### src/rtl/page_walker_pkg.sv
// page_walker_pkg
//   Shared definitions for the page-table refill engine: walker state
//   encoding, PTE field positions and the default page-number width.
//   No ports.
package page_walker_pkg;

  localparam int PW_PAGE_NUM_WIDTH = 20;

  typedef enum logic [1:0] {
    PW_IDLE   = 2'd0,
    PW_FETCH  = 2'd1,
    PW_UPDATE = 2'd2,
    PW_FAULT  = 2'd3
  } pw_state_e;

  // PTE layout: ppage in the top PAGE_NUM_WIDTH bits, valid flag in bit 0
  localparam int PTE_VALID_BIT = 0;
  localparam int PTE_PPAGE_MSB = 31;

  function automatic int pte_ppage_lsb(input int page_num_width);
    return PTE_PPAGE_MSB + 1 - page_num_width;
  endfunction

endpackage

### src/rtl/page_walker_if.sv
// page_walker_if
//   PTE read port between the walker and memory.
//   mem_req   : read request, held until mem_ack
//   mem_addr  : PTE physical address, stable while mem_req is high
//   mem_ack   : read acknowledge, mem_rdata valid in the same cycle
//   mem_rdata : PTE contents
//   master = walker side, slave = memory side.
interface page_walker_if;
  logic        mem_req;
  logic [31:0] mem_addr;
  logic        mem_ack;
  logic [31:0] mem_rdata;

  modport master (output mem_req, output mem_addr, input mem_ack, input mem_rdata);
  modport slave  (input mem_req, input mem_addr, output mem_ack, output mem_rdata);
endinterface

### src/rtl/page_walker_pte_addr.sv
// pw_pte_addr
//   Combinational PTE address generator: base + vpage * 4, 32-bit,
//   wrapping modulo 2^32 (carry discarded).
//   i_base  : page table base (physical, word aligned)
//   i_vpage : virtual page number
//   o_addr  : PTE physical address
module pw_pte_addr
  import page_walker_pkg::*;
#(
  parameter int PAGE_NUM_WIDTH = PW_PAGE_NUM_WIDTH
) (
  input  logic [31:0]               i_base,
  input  logic [PAGE_NUM_WIDTH-1:0] i_vpage,
  output logic [31:0]               o_addr
);

  logic [31:0] w_scaled;

  // Each PTE is one word; bits shifted past bit 31 are dropped on purpose.
  assign w_scaled = {{(32-PAGE_NUM_WIDTH){1'b0}}, i_vpage} << 2;
  assign o_addr   = i_base + w_scaled;

endmodule

### src/rtl/page_walker.sv
// page_walker
//   Refill engine for the single-entry translation unit. On a translation
//   error it latches the faulting address, stalls the pipeline, reads the
//   PTE over io_mem, then pulses a translation reload or a page fault.
//
//   Optional feature: define PW_TIMEOUT_EN to give up on a PTE read after
//   TIMEOUT_CYCLES cycles without an ack (bus_err pulse, back to IDLE).
//
//   Ports:
//     clk, rst_n          clock, async active-low reset
//     i_mmu_error         translation error from the translation unit
//     i_vaddr             faulting virtual address
//     i_stall             stall from the rest of the pipeline
//     i_ptbr, i_ptbr_we   page table base and its write enable
//     io_mem              PTE read port (master side)
//     o_mmu_update        one-cycle reload strobe (held while i_stall)
//     o_mmu_en            reload enable value
//     o_vpage, o_ppage    reload page numbers
//     o_stall             walk in progress
//     o_fault             one-cycle page fault pulse
//     o_bus_err           one-cycle PTE read timeout pulse
//     o_badvaddr          latched faulting address
//
//   state  | meaning
//   IDLE   | waiting for a translation error
//   FETCH  | PTE read outstanding, pipeline stalled
//   UPDATE | reload strobe to the translation unit, held while stalled
//   FAULT  | one-cycle page fault pulse
module page_walker
  import page_walker_pkg::*;
#(
  parameter int PAGE_NUM_WIDTH = PW_PAGE_NUM_WIDTH,
  parameter int TIMEOUT_CYCLES = 255
) (
  input  logic                      clk,
  input  logic                      rst_n,
  input  logic                      i_mmu_error,
  input  logic [31:0]               i_vaddr,
  input  logic                      i_stall,
  input  logic [31:0]               i_ptbr,
  input  logic                      i_ptbr_we,
  page_walker_if.master             io_mem,
  output logic                      o_mmu_update,
  output logic                      o_mmu_en,
  output logic [PAGE_NUM_WIDTH-1:0] o_vpage,
  output logic [PAGE_NUM_WIDTH-1:0] o_ppage,
  output logic                      o_stall,
  output logic                      o_fault,
  output logic                      o_bus_err,
  output logic [31:0]               o_badvaddr
);

  localparam int OFFSET_WIDTH = 32 - PAGE_NUM_WIDTH;
  localparam int PPAGE_LSB    = pte_ppage_lsb(PAGE_NUM_WIDTH);

  localparam logic [1:0] S_IDLE   = PW_IDLE;
  localparam logic [1:0] S_FETCH  = PW_FETCH;
  localparam logic [1:0] S_UPDATE = PW_UPDATE;
  localparam logic [1:0] S_FAULT  = PW_FAULT;

  logic [1:0]                r_state;
  logic [31:0]               r_ptbr;
  logic [31:0]               r_badvaddr;
  logic [PAGE_NUM_WIDTH-1:0] r_vpage;
  logic [PAGE_NUM_WIDTH-1:0] r_ppage;
  logic [31:0]               r_mem_addr;
  logic                      r_mem_req;
  logic                      r_stall;

  logic [PAGE_NUM_WIDTH-1:0] w_vpage;
  logic [PAGE_NUM_WIDTH-1:0] w_pte_ppage;
  logic                      w_pte_valid;
  logic [31:0]               w_pte_addr;
  logic                      w_unused_pte;
  logic                      w_tmo_expire;

  assign w_vpage      = i_vaddr[31:OFFSET_WIDTH];
  assign w_pte_ppage  = io_mem.mem_rdata[PTE_PPAGE_MSB:PPAGE_LSB];
  assign w_pte_valid  = io_mem.mem_rdata[PTE_VALID_BIT];
  assign w_unused_pte = ^io_mem.mem_rdata[PPAGE_LSB-1:PTE_VALID_BIT+1];

  // Uses the base register as it stands before this cycle's write, so an
  // error coinciding with i_ptbr_we walks with the old base.
  pw_pte_addr #(
    .PAGE_NUM_WIDTH (PAGE_NUM_WIDTH)
  ) u_pte_addr (
    .i_base  (r_ptbr),
    .i_vpage (w_vpage),
    .o_addr  (w_pte_addr)
  );

`ifdef PW_TIMEOUT_EN
  localparam int TMO_W = (TIMEOUT_CYCLES > 1) ? $clog2(TIMEOUT_CYCLES) : 1;
  localparam logic [TMO_W-1:0] TMO_LOAD = TMO_W'(TIMEOUT_CYCLES - 1);

  logic [TMO_W-1:0] r_tmo_cnt;
  logic             r_bus_err;

  // Terminal count reached in the last allowed FETCH cycle; an ack in that
  // same cycle still wins.
  assign w_tmo_expire = (r_state == S_FETCH) && !io_mem.mem_ack && (r_tmo_cnt == '0);

  always_ff @(posedge clk or negedge rst_n) begin
    if (!rst_n) begin
      r_tmo_cnt <= '0;
      r_bus_err <= 1'b0;
    end else begin
      r_bus_err <= w_tmo_expire;
      if (r_state == S_IDLE && i_mmu_error)
        r_tmo_cnt <= TMO_LOAD;
      else if (r_state == S_FETCH && r_tmo_cnt != '0)
        r_tmo_cnt <= r_tmo_cnt - 1'b1;
    end
  end

  assign o_bus_err = r_bus_err;
`else
  logic w_unused_tmo;

  assign w_tmo_expire = 1'b0;
  assign w_unused_tmo = (TIMEOUT_CYCLES == 0);
  assign o_bus_err    = 1'b0;
`endif

  always_ff @(posedge clk or negedge rst_n) begin
    if (!rst_n) begin
      r_state    <= S_IDLE;
      r_ptbr     <= '0;
      r_badvaddr <= '0;
      r_vpage    <= '0;
      r_ppage    <= '0;
      r_mem_addr <= '0;
      r_mem_req  <= 1'b0;
      r_stall    <= 1'b0;
    end else begin
      if (i_ptbr_we)
        r_ptbr <= i_ptbr;

      case (r_state)
        S_IDLE: begin
          if (i_mmu_error) begin
            r_badvaddr <= i_vaddr;
            r_vpage    <= w_vpage;
            r_mem_addr <= w_pte_addr;
            r_mem_req  <= 1'b1;
            r_stall    <= 1'b1;
            r_state    <= S_FETCH;
          end
        end
        S_FETCH: begin
          if (io_mem.mem_ack) begin
            r_ppage   <= w_pte_ppage;
            r_mem_req <= 1'b0;
            r_stall   <= 1'b0;
            r_state   <= w_pte_valid ? S_UPDATE : S_FAULT;
          end else if (w_tmo_expire) begin
            r_mem_req <= 1'b0;
            r_stall   <= 1'b0;
            r_state   <= S_IDLE;
          end
        end
        S_UPDATE: begin
          // The translation unit ignores the strobe while stalled, so hold it.
          if (!i_stall)
            r_state <= S_IDLE;
        end
        default: r_state <= S_IDLE;
      endcase
    end
  end

  assign io_mem.mem_req  = r_mem_req;
  assign io_mem.mem_addr = r_mem_addr;

  assign o_mmu_update = (r_state == S_UPDATE);
  assign o_mmu_en     = (r_state == S_UPDATE);
  assign o_fault      = (r_state == S_FAULT);
  assign o_vpage      = r_vpage;
  assign o_ppage      = r_ppage;
  assign o_stall      = r_stall;
  assign o_badvaddr   = r_badvaddr;

endmodule

### src/flat_wrapper.sv
// flat-port wrapper written by rule: the top's interface ports become plain ports
module page_walker_flat import page_walker_pkg::*;
#(
  parameter int PAGE_NUM_WIDTH = PW_PAGE_NUM_WIDTH,
  parameter int TIMEOUT_CYCLES = 255
)
  (clk, rst_n, i_mmu_error, i_vaddr, i_stall, i_ptbr, i_ptbr_we, o_mmu_update, o_mmu_en, o_vpage, o_ppage, o_stall, o_fault, o_bus_err, o_badvaddr, io_mem_mem_req, io_mem_mem_addr, io_mem_mem_ack, io_mem_mem_rdata);
  page_walker_if io_mem_i ();
  input  logic clk;
  input  logic rst_n;
  input  logic i_mmu_error;
  input  logic [31:0] i_vaddr;
  input  logic i_stall;
  input  logic [31:0] i_ptbr;
  input  logic i_ptbr_we;
  output logic o_mmu_update;
  output logic o_mmu_en;
  output logic [PAGE_NUM_WIDTH-1:0] o_vpage;
  output logic [PAGE_NUM_WIDTH-1:0] o_ppage;
  output logic o_stall;
  output logic o_fault;
  output logic o_bus_err;
  output logic [31:0] o_badvaddr;
  output wire logic [$bits(io_mem_i.mem_req)-1:0] io_mem_mem_req;
  output wire logic [$bits(io_mem_i.mem_addr)-1:0] io_mem_mem_addr;
  input wire logic [$bits(io_mem_i.mem_ack)-1:0] io_mem_mem_ack;
  input wire logic [$bits(io_mem_i.mem_rdata)-1:0] io_mem_mem_rdata;
  assign io_mem_mem_req = io_mem_i.mem_req;
  assign io_mem_mem_addr = io_mem_i.mem_addr;
  assign io_mem_i.mem_ack = io_mem_mem_ack;
  assign io_mem_i.mem_rdata = io_mem_mem_rdata;
  page_walker #(.PAGE_NUM_WIDTH(PAGE_NUM_WIDTH), .TIMEOUT_CYCLES(TIMEOUT_CYCLES)) u_core (.clk(clk), .rst_n(rst_n), .i_mmu_error(i_mmu_error), .i_vaddr(i_vaddr), .i_stall(i_stall), .i_ptbr(i_ptbr), .i_ptbr_we(i_ptbr_we), .io_mem(io_mem_i), .o_mmu_update(o_mmu_update), .o_mmu_en(o_mmu_en), .o_vpage(o_vpage), .o_ppage(o_ppage), .o_stall(o_stall), .o_fault(o_fault), .o_bus_err(o_bus_err), .o_badvaddr(o_badvaddr));
endmodule
### config.mk
export PLATFORM = sky130hd
export DESIGN_NAME = page_walker_flat
export DESIGN_NICKNAME = d
export VERILOG_FILES = /design/src/rtl/page_walker_pkg.sv /design/src/rtl/page_walker_if.sv /design/src/rtl/page_walker_pte_addr.sv /design/src/rtl/page_walker.sv /design/src/flat_wrapper.sv
export SDC_FILE = /design/constraint.sdc
export NUM_CORES = 1
export LEC_CHECK = 0
export ABC_CLOCK_PERIOD_IN_PS = 2300
export BUFFER_PORTS_ARGS = -buffer_cell sky130_fd_sc_hd__buf_2
export CORE_ASPECT_RATIO = 0.8
export CORE_MARGIN = 1
export CORE_UTILIZATION = 30
export CTS_CLUSTER_SIZE = 8
export DETAILED_ROUTE_END_ITERATION = 10
export HOLD_SLACK_MARGIN = 0.12
export PLACE_DENSITY = 0.6
export SLEW_MARGIN = 0
export SYNTH_ARGS = -nofsm -noshare
export SYNTH_HDL_FRONTEND = slang
export SYNTH_SLANG_ARGS = --single-unit
### constraint.sdc
create_clock -name clk -period 2.3 [get_ports clk]
set_clock_uncertainty 0.15 [all_clocks]
set_input_delay 0.46 -clock clk [delete_from_list [all_inputs] [get_ports clk]]
set_output_delay 0.46 -clock clk [all_outputs]
set_load 0.03 [all_outputs]
== After elaboration in Yosys (flattened, before gate mapping) ==
Index checks and enable logic that the tools add are counted.

* Add/subtract/negate cells: 1
* Equal/unequal tests: 6
* Mux-type cells: 8
* Reduce and logical (&&, ||, !) cells: 6

{| class="wikitable"
|+ Operator list
! kind !! count
|-
| adder 32 x 22 -> 32 bit || 1
|-
| 2-to-1 mux 2 bit || 3
|-
| inequality test 2 bit, second input constant || 3
|-
| one-hot mux 2 bit (3 select lines) || 1
|-
| AND reduction 3 bit || 2
|-
| equality test 2 bit, second input constant || 2
|-
| AND reduction 2 bit || 2
|-
| 2-to-1 mux 1 bit || 3
|-
| equality test 2 x 1 -> 1 bit, second input constant || 1
|-
| logical NOT 2 bit || 1
|-
| one-hot mux 1 bit (2 select lines) || 1
|-
| nonzero test 2 bit || 1
|}

* Register bits after elaboration: 139
* Bits of input ports: 102
* Output and inout port bits: 110
* Word-level logic and storage cells: 28

== Longest topological paths before layout ==
Gate-level depths: netlist of the first run.

* Word-level depth: 3
* Gate-level depth with buffers: 9
* Gate-level depth less buffers: 9

== By module ==
A second synthesis of the first run with hierarchy kept.

* Cells, all modules: 509
* Area, all modules: 6411.1 um^2

{| class="wikitable"
|+ Modules (own cells, without submodules)
! module !! instances !! cells an instance !! area an instance (um^2) !! sequential area each (um^2)
|-
| page_walker || 1 || 285 || 4923.5 || 2977.9
|-
| pw_pte_addr || 1 || 224 || 1487.7 || 0.0
|}

== Worst setup path before layout of the first run ==
Ideal clock, no wire load.

* Path kind: input-to-reg
* Start: in i_vaddr[12]
* End: reg u_core.r_mem_addr[20], in the netlist u_core.io_mem.mem_addr[20]
* Setup time: 0.133 ns
* Arrival time: 2.167 ns
* Data required time: 2.017 ns
* Slack: -0.151 ns
* Cell stages on the path: 9
* Path buffers: 0
* Cells stage by stage: ha_1 > fa_1 > a21oi_1 > o211a_1 > o21bai_4 > o21ai_0 > o21ai_0 > xnor2_1 > o21ai_0

* Cells in the longest elaborated chain, start to end: 1

{| class="wikitable"
|+ RTL lines
! element !! RTL line !! RTL
|-
| from (decl) || flat_wrapper.sv:12 || <nowiki>input logic [31:0] i_vaddr;</nowiki>
|-
| adder 32 x 22 -> 32 bit || page_walker_pte_addr.sv:21 || <nowiki>assign o_addr = i_base + w_scaled;</nowiki>
|-
| to (signal assigned) || page_walker.sv:144 || <nowiki>r_mem_addr <= w_pte_addr;</nowiki>
|-
| to (decl) || page_walker.sv:66 || <nowiki>logic [31:0] r_mem_addr;</nowiki>
|}

No other way between the ends.
A chain may end at the register's enable or synchronous reset.

== Worst setup path in the final report of the first run ==
* Start: reg u_core.r_ptbr[2]
* End: reg u_core.r_mem_addr[21], in the netlist u_core.io_mem.mem_addr[21]

* Cells in the longest elaborated chain, start to end: 1

{| class="wikitable"
|+ RTL lines
! element !! RTL line !! RTL
|-
| from (decl) || page_walker.sv:62 || <nowiki>logic [31:0] r_ptbr;</nowiki>
|-
| from (signal assigned) || page_walker.sv:137 || <nowiki>r_ptbr <= i_ptbr;</nowiki>
|-
| adder 32 x 22 -> 32 bit || page_walker_pte_addr.sv:21 ||
|}

No other way between the ends.

==> results.toml, run 1 <==
[final_layout]
fin_cells = 1153
drive_above_1_share_pct = 44.2
synthToLayoutAreaGrowth_pct = 54.3
fin_nets = 1005
stdcell_area_mm2 = 0.00901
final_core_util_pct = 47.3
antenna_cells = 0

[logic_synthesis]
yosys.area.top_type = "dfrtp_1"
synth_cell_types = 52
syn_nets = 691
async_flop_share_pct = 100
synth_top_area_share_pct = 51.0
yosys-top-cells-area = "dfrtp_1 (51%), nand2_1 (10%), mux2_2 (9.8%)"
synth-main-ff-cell = "dfrtp_1"
syn-cell-area_mm2 = 0.00584
synth_edf_count = 0
ys_seq_area_share_pct = 51.0
ys_ff_latch = 119
syn_avg_cell_area_um2 = 10.3
netlist_instances = 568
yosys_warnings = 0

[worst_setup_path]
worstSetupPathType = "reg -> reg"
cp-end-kind = "register"
required_ps = 2440
worstPathArrival_ps = 2540
cp-start-kind = "register"
path_max_fanout = 5

[die]
initial_utilization_pct = 30.7
die_w_um = 158
num_rows = 45
io_pins = 212
dieArea_mm2 = 0.0200
die_h_um = 127
core_mm2 = 0.0190

[power_and_ir_drop]
p_int_mw = 6.59
finalPower_mw = 11.5
ir_drop_mv = 0.668
swShare_pct = 42.6
p_clk_share_pct = 25.6
power_leakage_nw = 4.45
comb_power_share_pct = 45.4
p_switching_mw = 4.90
power.share.sequential_pct = 29.0
powerDensity_mw_per_mm2 = 1280

[sta]
slew_viol_final = 0
slew_headroom_pct = 63.9
setup_slack_ps = -102
tightest_slew_ps = 542
finalCriticalPeriod_ps = 2400
setup_viol_count_final = 8
timing_hold_violations_final = 0
fmax_ghz = 0.416
fin_crit_sh_pct = 104
fin_tns_setup_ps = -396
whs_ps = 139
rsz0062_at_grt = "yes"

[cts]
ctsRootBufferMaster = "clkbuf_16"
cts_buffer_depth = 2
cts.sinks = 119
cts_max_level = 4
clk_latency_ps = 410
cts_tree = "built"
clk_pin_slew_ps = 60
cts_buffers = 17

[hold_path]
worst_hold_path_type = "in -> reg"

[grt]
grtUsageTotal_pct = 17.3
antenna_found_initial = 0
grt_max_degree = 56
grt_pass1_vias = 5229
grt-ovfl-total = 0
grt_pass1_wl_mm = 26.5

[placement]
place_area_mm2 = 0.00751
post-place-ws_ps = -404
gp_congestion = 0.832
hpwl_mm = 11.5
dp.cells = 1046
port_buffers = 199

[drt]
via_per_inst = 4.48
dr.pass1.iters = 4
drc = 0
drt_iter0_markers = 200
drt-total-wl_mm = 16.5
detail-route-antenna-nets = 0
vias = 5167
wl_per_cell_um = 14.3

[run]
drv_cap = 0

[run_status]
violations = "negative setup slack"
status = "finished with violations"
Yosys cell counts, drive strengths merged (2+ instances only):
| cell type | n |
|---|---|
| o21ai | 39 |
| o21a | 3 |
| nor2b | 3 |
| ha | 20 |
| a21o | 9 |
| dfrtp | 119 |
| o221ai | 2 |
| clkbuf | 22 |
| a31oi | 6 |
| nand2 | 157 |
| and2 | 4 |
| mux2 | 51 |
| nand3 | 2 |
| nor2 | 14 |
| inv | 3 |
| and4 | 3 |
| o21bai | 2 |
| nand4 | 6 |
| and3 | 3 |
| buf | 26 |
| a21oi | 28 |
| xnor2 | 15 |
| xor2 | 10 |
layout make-up:
type | instances | area (um2)
fillers | 1835 | 10000
well taps | 258 | 323
repair buffers | 343 | 2290
multi-input cells | 398 | 2750
clock buffers | 17 | 425
clock inverters | 15 | 229
flip-flops and latches | 119 | 2980
inverters | 3 | 11.3
metal layers:
layer  GRT usage [%]  up-vias  wire length [um]
met2            28.0      152              7510
met1            22.0     2454              7680
met5               0        -                 0
li1                -     2551                 -
met4            4.52        0               179
met3            5.67       10              1070
state kept, by name, summed over array words and instances (netlist names):
signal                  flops
u_core.io_mem.mem_addr     32
u_core.io_mem.mem_req       1
u_core.o_badvaddr          12
u_core.o_ppage             20
u_core.o_vpage             20
u_core.r_ptbr              32
u_core.r_state              2
layout by cell type (no fill, tap or decap), types with 9 or more instances in the layout:
cell and count:
nand2_1 155, a21o_1 9, xnor2_1 14, buf_4 72, ha_1 13, dlygate4sd3_1 68, o21ai_1 9, o21ai_0 27
a21oi_1 21, dfrtp_1 119, nor2_1 14, mux2_2 51, xor2_1 9, buf_2 198, clkbuf_16 17
cells by family (layout without fill, tap and decap cells):
family / Yosys count / count (layout) / synth area share, %
fa+ha+maj: 21 / 21 / 4.63
xor+xnor: 25 / 25 / 3.75
flops: 119 / 119 / 51.0
mux: 51 / 51 / 9.84
buf+inv: 51 / 378 / 5.23
simple gates: 197 / 197 / 14.0
other cells: 1 / 1 / 0.0643
compound gates: 103 / 103 / 11.5
power groups by stage:
stage          clock network [mW]  logic (mW)  registers, mW
2_1_floorplan                   0        2.12           4.81
4_1_cts                      3.02        5.21           3.34
5_1_grt                      3.11        5.66           3.45
6_report                     2.94        5.22           3.33
3_5_place_dp                    0        5.05           3.36
3_3_place_gp                    0        5.01           3.33
worst max-delay path: stages, from the launching register on:
cell and delay [ps]:
dfrtp_1 400, ha_2 190, buf_4 130, a21o_1 180, a21oi_2 200, o21ai_2 130, a41o_2 350, a31oi_1 170
xor2_1 260, o21ai_0 120
path summary, 6_finish.rpt:
| path | startpoint | to | slack, ps | depth (start not counted) |
|---|---|---|---|---|
| max in group asynchronous | rst_n | u_core.r_ptbr[20] | 990 | 3 |
| worst max-delay path | u_core.r_ptbr[2] | u_core.io_mem.mem_addr[21] | -100 | 9 |
| min in group asynchronous | rst_n | u_core.o_vpage[0] | 440 | 2 |
| worst min-delay path | i_vaddr[19] | u_core.o_vpage[7] | 140 | 3 |
| worst min register to register | u_core.r_ptbr[1] | u_core.io_mem.mem_addr[1] | 310 | 2 |
| worst max register to register | u_core.r_ptbr[2] | u_core.io_mem.mem_addr[21] | -100 | 9 |
what timing repair did:
item / 4_1_cts / 5_1_grt
setup buffers: 6 / 1
hold buffers: 68 / 0
resized for setup: 10 / 20
hold endpoints to repair: 118 / 0
pin swaps: 17 / 24
endpoints found under the setup margin: 14 / 24
Note: power is estimated with default switching activity, not from simulation.
==> run 2, diff against run 1 <==
- ABC_CLOCK_PERIOD_IN_PS: 2300 -> 2900
- PLACE_DENSITY: 0.6 -> 0.58
- clock period: 2.3 -> 2.9 ns (I/O delays scaled with it)
==> results.toml, run 2 (synthesized netlist as in run 1, its figures left out) <==
[run_status]
status = "finished clean"

[sta]
rsz0062_at_grt = "no"
slew_headroom_pct = 52.7
slew_viol_final = 0
timing_hold_violations_final = 0
setup_viol_count_final = 0
finalCriticalPeriod_ps = 2620
tightest_slew_ps = 710
whs_ps = 105
fmax_ghz = 0.382
fin_crit_sh_pct = 90.2

[drt]
via_per_inst = 4.49
drt-total-wl_mm = 15.2
wl_per_cell_um = 14.8
drt_iter0_markers = 213
vias = 4622
detail-route-antenna-nets = 0
dr.pass1.iters = 4
drc = 0

[die]
dieArea_mm2 = 0.0200
core_mm2 = 0.0190
initial_utilization_pct = 30.7
die_h_um = 127
num_rows = 45
io_pins = 212
die_w_um = 158

[power_and_ir_drop]
ir_drop_mv = 0.497
powerDensity_mw_per_mm2 = 1110
power_leakage_nw = 3.84

[placement]
dp.cells = 998
hpwl_mm = 11.1
port_buffers = 199
gp_congestion = 0.779

[worst_setup_path]
required_ps = 3010
cp-end-kind = "register"
cp-start-kind = "register"
path_max_fanout = 3
worstPathArrival_ps = 2730
worstSetupPathType = "reg -> reg"

[cts]
ctsRootBufferMaster = "clkbuf_16"
cts.sinks = 119
cts_buffer_depth = 2
cts-hold-fix-buffers = 0
cts_buffers = 17
clk_pin_slew_ps = 60
cts_tree = "built"
postCtsSetupBuffers = 0
clk_latency_ps = 420
cts_max_level = 4

[final_layout]
final_cell_mix = "buf_2 (198), nand2_1 (156), dfrtp_1 (119)"
multi_input_area_mm2 = 0.00256
final_core_util_pct = 40.1
drive_above_1_share_pct = 40.7
fin_nets = 882
antenna_cells = 0
fillers = 1899
synthToLayoutAreaGrowth_pct = 30.7
seq_area_mm2 = 0.00298
layout_commonest_cell = "buf_2"
fin_cells = 1030

[grt]
grt_pass1_vias = 4296
busiest_layer = "met2"
grtUsageMet3_pct = 6.39
met2_usage_pct = 24.0
grt_max_degree = 120
antenna_found_initial = 1
met1_usage_pct = 20.3
grt-ovfl-total = 0
grtUsageTotal_pct = 15.8
grt_pass1_wl_mm = 23.6

[run]
drv_cap = 0

[hold_path]
worst_hold_path_type = "in -> async"
-- run 2: changes by cell type in the layout (fill, tap and decap cells not counted), moves of 6 or more --
| cell | delta |
|---|---|
| o21ai_1 | -6 |
| o21ai_0 | +8 |
| a21oi_1 | +7 |
| ha_1 | +7 |
| dlygate4sd3_1 | -68 |
| buf_4 | -52 |
| a21oi_2 | -7 |
-- run 2: stage by stage --
| step | cell area, um2 | setup WS (ps) | total power [mW] | TNS (ps) |
|---|---|---|---|---|
| final | 7630 | 283 | 8.49 | 0 |
| after CTS | 7630 | 175 | 8.61 | 0 |
| after global routing | 7630 | 98.5 | 9.06 | 0 |
| after floorplan | 5840 | 329 | 5.47 | 0 |
| after detailed placement | 7050 | -149 | 6.52 | -376 |
| after global placement | 7050 | -89.6 | 6.49 | -195 |
-- run 2: worst max-delay path, stage by stage (launching register included) --
cell and delay [ps]:
dfrtp_1 380, ha_1 220, fa_1 430, a21oi_1 280
o211a_1 300, o21bai_4 110, o21ai_1 220, o21ai_0 140
xnor2_1 150, o21ai_0 80
-- run 2: area by class of cell --
| cell class | instances | share of cell area (%) |
|---|---|---|
| sequential | 119 | 39.0 |
| inverter | 3 | 0.148 |
| tap | 258 | 4.23 |
| timing repair buffer | 220 | 15.5 |
| clock buffer | 19 | 5.94 |
| clock inverter | 13 | 1.61 |
| multi-input combinational | 398 | 33.6 |
-- run 2: worst paths after layout --
path	slack, ps	cells after the start	endpoint	from
max in group asynchronous	2010	2	u_core.o_ppage[13]	rst_n
worst max-delay path	280	9	u_core.io_mem.mem_addr[20]	u_core.r_ptbr[2]
worst min-delay path	100	2	u_core.o_vpage[9]	rst_n
min in group clk	210	3	u_core.o_badvaddr[1]	i_vaddr[1]
worst min register to register	310	2	u_core.io_mem.mem_addr[0]	u_core.r_ptbr[0]
worst max register to register	280	9	u_core.io_mem.mem_addr[20]	u_core.r_ptbr[2]
-- run 2: routing by layer --
layer  vias to the layer above  share of wire, %
li1                       2301                 -
met1                      2145                47
met2                       164                43
met3                        10               9.2
met4                         2              0.90
met5                         -             0.053
-- run 2: what timing repair did --
item                                    4_1_cts  5_1_grt
endpoints found under the setup margin        0        1
endpoints found under the hold margin         0        0
resized for setup                             0        1
-- run 2: report_power, final --
part	switching [mW]	leakage, nW	internal (mW)	total (mW)
Combinational	2.64	2.14	1.18	3.81
Sequential	0.341	1.44	2.30	2.64
Clock	0.811	0.272	1.23	2.04
